==> src/rtl/rom_boot_loader.sv <==
`timescale 1ns/1ps
// Boot loader: assembles a little-endian byte stream into 32-bit words and writes them to the ROM
// port, holding CPU fetch off until done. Define ROM_LOADER_CKSUM_EN for a trailing checksum byte.
module rom_boot_loader #(
    parameter logic [31:0] BASE_ADDR = 32'h0000_0000,
    parameter int unsigned MAX_WORDS = 4096
) (
    input  logic        clk,
    input  logic        rst,
    input  logic        start_i,
    input  logic        byte_valid_i,
    input  logic [7:0]  byte_data_i,
    output logic        byte_ready_o,
    output logic        wen_o,
    output logic        ren_o,
    output logic [31:0] w_addr_o,
    output logic [31:0] w_data_o,
    output logic        busy_o,
    output logic        done_o,
    output logic        err_o
);

    typedef enum logic [2:0] {
        StIdle, StLen0, StLen1, StData, StWrite, StCksum, StErr
    } state_e;

    state_e      r_state;
    logic [7:0]  r_len_lo;
    logic [15:0] r_remaining;
    logic [1:0]  r_byte_idx;
    logic        r_ren;
    logic        r_busy;
    logic        r_done;
    logic        r_err;
    logic [31:0] r_addr;
    logic [31:0] r_data;
`ifdef ROM_LOADER_CKSUM_EN
    logic [7:0]  r_sum;
`endif

    logic        w_xfer;
    logic [15:0] w_len;

    // Ready and write strobe are pure decodes of the state register.
    assign byte_ready_o = (r_state == StLen0) || (r_state == StLen1) ||
                          (r_state == StData) || (r_state == StCksum);
    assign wen_o        = (r_state == StWrite);
    assign w_xfer       = byte_valid_i & byte_ready_o;
    assign w_len        = {byte_data_i, r_len_lo};

    assign ren_o    = r_ren;
    assign w_addr_o = r_addr;
    assign w_data_o = r_data;
    assign busy_o   = r_busy;
    assign done_o   = r_done;
    assign err_o    = r_err;

    always_ff @(posedge clk or posedge rst) begin
        if (rst) begin
            r_state     <= StIdle;
            r_len_lo    <= 8'd0;
            r_remaining <= 16'd0;
            r_byte_idx  <= 2'd0;
            r_ren       <= 1'b1;
            r_busy      <= 1'b0;
            r_done      <= 1'b0;
            r_err       <= 1'b0;
            r_addr      <= BASE_ADDR;
            r_data      <= 32'd0;
`ifdef ROM_LOADER_CKSUM_EN
            r_sum       <= 8'd0;
`endif
        end else begin
            case (r_state)
                StIdle, StErr: begin
                    if (start_i) begin
                        r_state     <= StLen0;
                        r_ren       <= 1'b0;
                        r_busy      <= 1'b1;
                        r_done      <= 1'b0;
                        r_err       <= 1'b0;
                        r_addr      <= BASE_ADDR;
                        r_byte_idx  <= 2'd0;
                        r_remaining <= 16'd0;
`ifdef ROM_LOADER_CKSUM_EN
                        r_sum       <= 8'd0;
`endif
                    end
                end
                StLen0: begin
                    if (w_xfer) begin
                        r_len_lo <= byte_data_i;
                        r_state  <= StLen1;
                    end
                end
                StLen1: begin
                    if (w_xfer) begin
                        if (w_len == 16'd0) begin
`ifdef ROM_LOADER_CKSUM_EN
                            r_state <= StCksum;
`else
                            r_state <= StIdle;
                            r_ren   <= 1'b1;
                            r_busy  <= 1'b0;
                            r_done  <= 1'b1;
`endif
                        end else if (32'(w_len) > MAX_WORDS) begin
                            r_state <= StErr;
                            r_busy  <= 1'b0;
                            r_err   <= 1'b1;
                        end else begin
                            r_remaining <= w_len;
                            r_state     <= StData;
                        end
                    end
                end
                StData: begin
                    if (w_xfer) begin
                        r_data[8*r_byte_idx +: 8] <= byte_data_i;
                        r_byte_idx                <= r_byte_idx + 2'd1;
`ifdef ROM_LOADER_CKSUM_EN
                        r_sum                     <= r_sum + byte_data_i;
`endif
                        if (r_byte_idx == 2'd3) begin
                            r_state <= StWrite;
                        end
                    end
                end
                StWrite: begin
                    r_addr      <= r_addr + 32'd4;
                    r_remaining <= r_remaining - 16'd1;
                    if (r_remaining == 16'd1) begin
`ifdef ROM_LOADER_CKSUM_EN
                        r_state <= StCksum;
`else
                        r_state <= StIdle;
                        r_ren   <= 1'b1;
                        r_busy  <= 1'b0;
                        r_done  <= 1'b1;
`endif
                    end else begin
                        r_state <= StData;
                    end
                end
`ifdef ROM_LOADER_CKSUM_EN
                StCksum: begin
                    if (w_xfer) begin
                        if (byte_data_i == r_sum) begin
                            r_state <= StIdle;
                            r_ren   <= 1'b1;
                            r_done  <= 1'b1;
                        end else begin
                            r_state <= StErr;
                            r_err   <= 1'b1;
                        end
                        r_busy <= 1'b0;
                    end
                end
`endif
                default: r_state <= StIdle;
            endcase
        end
    end

endmodule

==> config.mk <==
export PLATFORM = sky130hd
export DESIGN_NAME = rom_boot_loader
export DESIGN_NICKNAME = d
export VERILOG_FILES = /design/src/rtl/rom_boot_loader.sv
export SDC_FILE = /design/constraint.sdc
export NUM_CORES = 1
export LEC_CHECK = 0
export BUFFER_PORTS_ARGS = -buffer_cell sky130_fd_sc_hd__buf_2
export CAP_MARGIN = 20
export CORE_AREA = 2 2 112 114
export CTS_BUF_LIST = sky130_fd_sc_hd__clkbuf_8 sky130_fd_sc_hd__clkbuf_16
export CTS_CLUSTER_SIZE = 20
export DETAILED_ROUTE_END_ITERATION = 10
export DIE_AREA = 0 0 114 116
export GPL_TIMING_DRIVEN = 0
export MAX_ROUTING_LAYER = met4
export SLEW_MARGIN = 40
export SYNTH_ARGS = -nofsm -noshare
export SYNTH_HDL_FRONTEND = slang
export SYNTH_SLANG_ARGS = --single-unit
==> constraint.sdc <==
create_clock -name clk -period 4.37 [get_ports clk]
set_input_delay 0.6555 -clock clk [delete_from_list [all_inputs] [get_ports clk]]
set_output_delay 0.6555 -clock clk [all_outputs]
set_load 0.01 [all_outputs]
* Word level (Yosys, flattened, before mapping)
Index checks and enable logic that the tools add are counted.
** Word-level totals
- Register bits after elaboration :: 97
- Input port bits :: 12
- Output and inout bits :: 70
- Word-level logic and storage cells :: 91
** Cells by class
- Add/sub/neg operators :: 4
- Order comparisons :: 1
- Equality and inequality tests :: 19
- Shift operators :: 2
- Multiplexer cells :: 35
- Bitwise logic cells :: 1
- Reduce and logical (&&, ||, !) cells :: 19
** Operators by type and width (number)
- two-way mux 16 bit :: 4
- case mux 32 bit (2 select lines) :: 1
- case mux 16 bit (3 select lines) :: 1
- negator 5 -> 34 bit :: 1
- variable shift 8 x 34 -> 32 bit (first input constant) :: 1
- variable part select 8 x 34 -> 32 bit :: 1
- adder 32 x 3 -> 32 bit (second input constant) :: 1
- bitwise mux 32 bit :: 1
- two-way mux 32 bit :: 1
- AND reduction 5 bit :: 5
- two-way mux 3 bit :: 7
- equality test 16 x 1 -> 1 bit (second input constant) :: 1
- > comparator 16 x 13 -> 1 bit (second input constant) :: 1
- logical NOT 16 bit :: 1
- subtractor 16 x 1 -> 16 bit (second input constant) :: 1
- case mux 3 bit (5 select lines) :: 1
- two-way mux 1 bit :: 12
- inequality test 2 bit (second input constant) :: 6
- equality test 3 bit (second input constant) :: 3
- inequality test 2 x 1 -> 1 bit (second input constant) :: 4
- equality test 3 x 2 -> 1 bit (second input constant) :: 2
- two-way mux 2 bit :: 3
- case mux 1 bit (3 select lines) :: 2
- AND reduction 2 bit :: 3
- 13 further kinds :: 17

* Longest topological paths before layout
- Depth after elaboration :: 7
- Mapped depth :: 8

* Worst setup path before layout
No wires, ideal clock.
- Path kind :: input -> register
- Start :: input port byte_data_i[4]
- End :: register r_remaining[10]
- Library setup time :: 0.132 ns
- Arrival time :: 2.429 ns
- Required time :: 4.238 ns
- Path slack :: 1.808 ns
- Stages on the path :: 8
- Path buffers :: 3
- Path through :: clkbuf_1 > or4_1 > or4_4 > o31ai_4 > or2_1 > buf_4 > buf_6 > o22ai_1
** Between the ends
- Longest elaborated chain between the ends :: 3
- Elaborated cells between the ends (all ways) :: 5
- Those cells by class :: order compare (1); eq/ne (2); reduce/logical (2)
** Ends and longest elaborated chain
- from (decl) :: line 12 : input logic [7:0] byte_data_i,
- > comparator 16 x 13 -> 1 bit / logical NOT 16 bit (equally long branches) :: line 107, 98
- inequality test 2 bit (no source line)
- AND reduction 5 bit (no source line) *
- to (signal assigned) :: line 112 : r_remaining <= w_len;
- to (signal assigned) :: line 131 : r_remaining <= r_remaining - 16'd1;
- to (decl) :: line 29 : logic [15:0] r_remaining;
Mark *: on every way between the ends. The rest lies on a longest branch, timed or not.
A chain may end at the register's enable or synchronous reset.

* Final worst setup path
- Start :: register r_state[0]
- End :: output port wen_o
** Between the ends
- Longest elaborated chain between the ends :: 1
** Ends and longest elaborated chain
- from (decl) :: line 27 : state_e r_state;
- from (signal assigned) :: line 60 : r_state <= StIdle;
- from (signal assigned) :: line 77 : r_state <= StLen0;
- from (signal assigned) :: line 93 : r_state <= StLen1;
- equality test 3 bit :: line 47 : assign wen_o = (r_state == StWrite);
- to (decl) :: line 14 : output logic wen_o,
No other way between the ends.

==> flow_summary_export.csv <==
group,metric,value,unit
status,outcome,"finished, final reports clean",
clock_tree,cts_sinks,95,
timing,hold_viol_final,0,
critical_path,cp.arrival,2.49,ns
critical_path,worstPathRequired,3.71,ns
critical_path,path_class,"reg -> out",
clock_tree,cts_max_path_buffers,2,
detailed_routing,top_layer_used,"met4",
global_routing,grt_max_degree,56,
critical_path,worstPathMaxFanout,10,
cells_and_area,drive_gt1_share,20.57,%
power_and_ir_drop,finalPower,3.101,mW
critical_path,slowest_stage,"or3b_2",
clock_tree,cts_hold_buf,0,
logic_synthesis,synth_edf_count,0,
power_and_ir_drop,vdd_drop_max,0.3018,mV
floorplanning,die_y,116,um
timing,fin_skew,0.01257,ns
detailed_routing,dr_wl_met2,5723,um
global_routing,grt_pass1_wl,19960,um
floorplanning,die_area,13220,um2
power_and_ir_drop,clkPwrFrac,25.3,%
clock_tree,htree_num_levels,3,
timing,tightest_slew,0.7699,ns
logic_synthesis,synthCells,502,
detailed_routing,wl_met1,5713,um
logic_synthesis,ys_ff_latch,95,
global_routing,antenna_found_initial,0,
critical_path,crit_chain,"buf_2 > or3b_2 > buf_2 > clkinv_1 > buf_1 > buf_2",
cells_and_area,post-route-util,47.50,%
logic_synthesis,netlist-cell-type-count,59,
logic_synthesis,yosysWarnings,0,
placed_design,numPortBuffers,78,
placed_design,gp_congestion,0.8266,
detailed_routing,drc_errors,0,
detailed_routing,ant_nets,0,
timing,clock.fmax,317.6,MHz
detailed_routing,first_pass_iters,4,
detailed_routing,avgViaCountPerCell,5.447,
logic_synthesis,ys_seq_area_share,50.26,%
floorplanning,die_width,114,um
clock_tree,cts_tree,"built",
clock_tree,post-cts-setup-buffers,0,
critical_path,critical_path.most_common_cell,"buf_2",
detailed_routing,drt_iter0_drc,320,
critical_path,critical_path_buf_inv_count,5,
placed_design,dpl.cell_count,729,
timing,timing.final.crit_share,72.06,%
cells_and_area,area_growth,19.57,%
clock_tree,post_cts_resize_count,0,
power_and_ir_drop,switching_power,1.184,mW
clock_tree,clock_tree.root_cell,"clkbuf_16",
detailed_routing,drt-wirelength-per-cell,16.30,um
clock_tree,clk_latency,0.36,ns
hold_path,hold_class,"in -> async",
global_routing,grtUsageTotal,19.74,%
clock_tree,clkTransAtPathRegs,0.06,ns
cells_and_area,num_antenna_cells,0,
floorplanning,core,11910,um2
logic_synthesis,synth_area,4732,um2
detailed_routing,wl,12150,um
logic_synthesis,ys.flop_type,"dfrtp_1",
power_and_ir_drop,p_leak,2.673,nW
critical_path,critPathLaunchType,"register",
clock_tree,cts_buffers,9,
detailed_routing,wl_met3,601,um
run,max_cap_viol_count,0,
timing,setup_tns,0,ns
cells_and_area,layout.nets,614,
power_and_ir_drop,p_comb_share,36.3,%
power_and_ir_drop,switching_share,38.17,%
critical_path,end_kind,"output pin",
timing,fin_crit,3.149,ns
timing,setup_viol,0,
detailed_routing,vias,4058,
cells_and_area,layout_common_cells,"nand2_1 (109), dfrtp_1 (94), buf_2 (82)",
power_and_ir_drop,power_density,548.1,nW/um2
power_and_ir_drop,p_int,1.917,mW
logic_synthesis,syn_area_per_cell,9.426,um2
global_routing,grt_overflow_total,0,
floorplanning,boundaryPins,82,
timing,slew_headroom,48.20,%
critical_path,max_stage_delay,0.48,ns
power_and_ir_drop,seqPwrFrac,38.5,%
placed_design,dp_hpwl,8537,um
timing,drv_slew,0,
global_routing,grt_pass1_vias,3959,
floorplanning,start_util,39.73,%
cells_and_area,layout.cells.non_filler,745,
cells_and_area,final_common_cell,"nand2_1",
critical_path,worst_path_dominant_cell_family,"buffers and inverters",
timing,rsz0062_at_grt,"false",
floorplanning,num_rows,40,
logic_synthesis,async_flop_share,100.0,%
## cell families after synthesis
group	share of synthesized area [%]
other cells	0.07925
simple gates	21.18
compound gates	16.74
flops	50.26
buf+inv	3.199
xor+xnor	1.296
mux	4.865
fa+ha+maj	2.380
## state kept, by name, indices dropped and copies added, names as in the netlist
register,count
r_state,3
ren_o,1
done_o,1
busy_o,1
r_remaining,16
w_addr_o,30
r_len_lo,8
w_data_o,32
r_byte_idx,2
err_o,1
## power groups by stage
stage | Sequential, mW | Combinational [mW] | Clock (mW)
2_1_floorplan | 1.19 | 0.776 | 0
3_3_place_gp | 1.20 | 1.09 | 0
3_5_place_dp | 1.21 | 1.12 | 0
4_1_cts | 1.19 | 1.12 | 0.803
5_1_grt | 1.22 | 1.26 | 0.841
6_report | 1.19 | 1.13 | 0.783
## synth_stat cells (2+ instances only)
master / count / area [um2]
nand3_1: 15 / 75.07
nor2_1: 20 / 75.07
mux2_2: 8 / 90.09
o21ai_1: 4 / 20.02
or4_1: 4 / 30.03
buf_4: 3 / 22.52
a32oi_1: 5 / 43.79
nand2b_1: 3 / 18.77
o31ai_1: 16 / 120.1
nand3b_1: 2 / 15.01
mux2i_1: 14 / 140.1
xnor2_1: 3 / 26.28
buf_2: 4 / 20.02
o21ai_0: 57 / 285.3
nor4_1: 6 / 37.54
a22oi_1: 2 / 15.01
dfrtp_1: 94 / 2352
nor3b_1: 4 / 30.03
o22ai_1: 2 / 12.51
ha_1: 9 / 112.6
nand4_1: 9 / 56.30
a22o_1: 3 / 26.28
a211oi_1: 2 / 15.01
o21a_1: 4 / 30.03
nand2_1: 109 / 409.1
nor2b_1: 2 / 12.51
nor3_1: 12 / 60.06
and2_1: 3 / 18.77
xor2_1: 4 / 35.03
clkbuf_1: 15 / 56.30
or4_4: 3 / 33.78
a21oi_1: 15 / 75.07
inv_1: 9 / 33.78
o211ai_1: 4 / 30.03
and3_1: 6 / 37.54
and4_1: 3 / 26.28
a31oi_1: 2 / 12.51
## worst reg2reg max path, cell delays in order (launching register included)
cell,delay [ns]
dfrtp_1,0.40
buf_2,0.18
or3b_2,0.48
buf_2,0.22
nor4_4,0.41
nand4_1,0.43
o211ai_1,0.31
o31ai_1,0.10
## metal layers
layer / vias to the layer above / GRT usage [%]
li1: 1971 / -
met1: 1972 / 26.04
met2: 106 / 30.32
met3: 9 / 5.126
met4: 0 / 5.447
met5: - / -
## path summary, 6_finish.rpt
| kind | startpoint | cells past startpoint | endpoint | slack (ns) |
|---|---|---|---|---|
| min | rst | 2 | w_addr_o[26] | 0.28 |
| min in group clk | w_data_o[22] | 2 | w_data_o[22] | 0.48 |
| min reg2reg | w_data_o[22] | 2 | w_data_o[22] | 0.48 |
| max in group asynchronous | rst | 3 | r_remaining[4] | 3.52 |
| max | r_state[0] | 6 | wen_o | 1.22 |
| max reg2reg | r_state[0] | 7 | w_addr_o[27] | 1.71 |
## cell type report
cell class / instances / area [um2]
clock buffer: 10 / 239.0
timing repair buffer: 79 / 417.9
sequential: 95 / 2379
inverter: 10 / 45.04
tap: 147 / 183.9
buffer: 24 / 113.9
clock inverter: 6 / 53.80
multi-input combinational: 374 / 2226
fill: 1151 / 6254
## through the flow
stage | area [um2] | worst slack (ns) | hold WS (ns)
final | 5658 | 1.221 | 0.2842
after CTS | 5648 | 1.186 | 0.2865
after detailed placement | 5355 | 1.438 | 0.4657
after global placement | 5310 | 0.02372 | 0.4625
after floorplan | 4736 | 1.239 | 0.4681
after global routing | 5658 | 1.087 | 0.3005
Power figures use the tool's default switching activity.
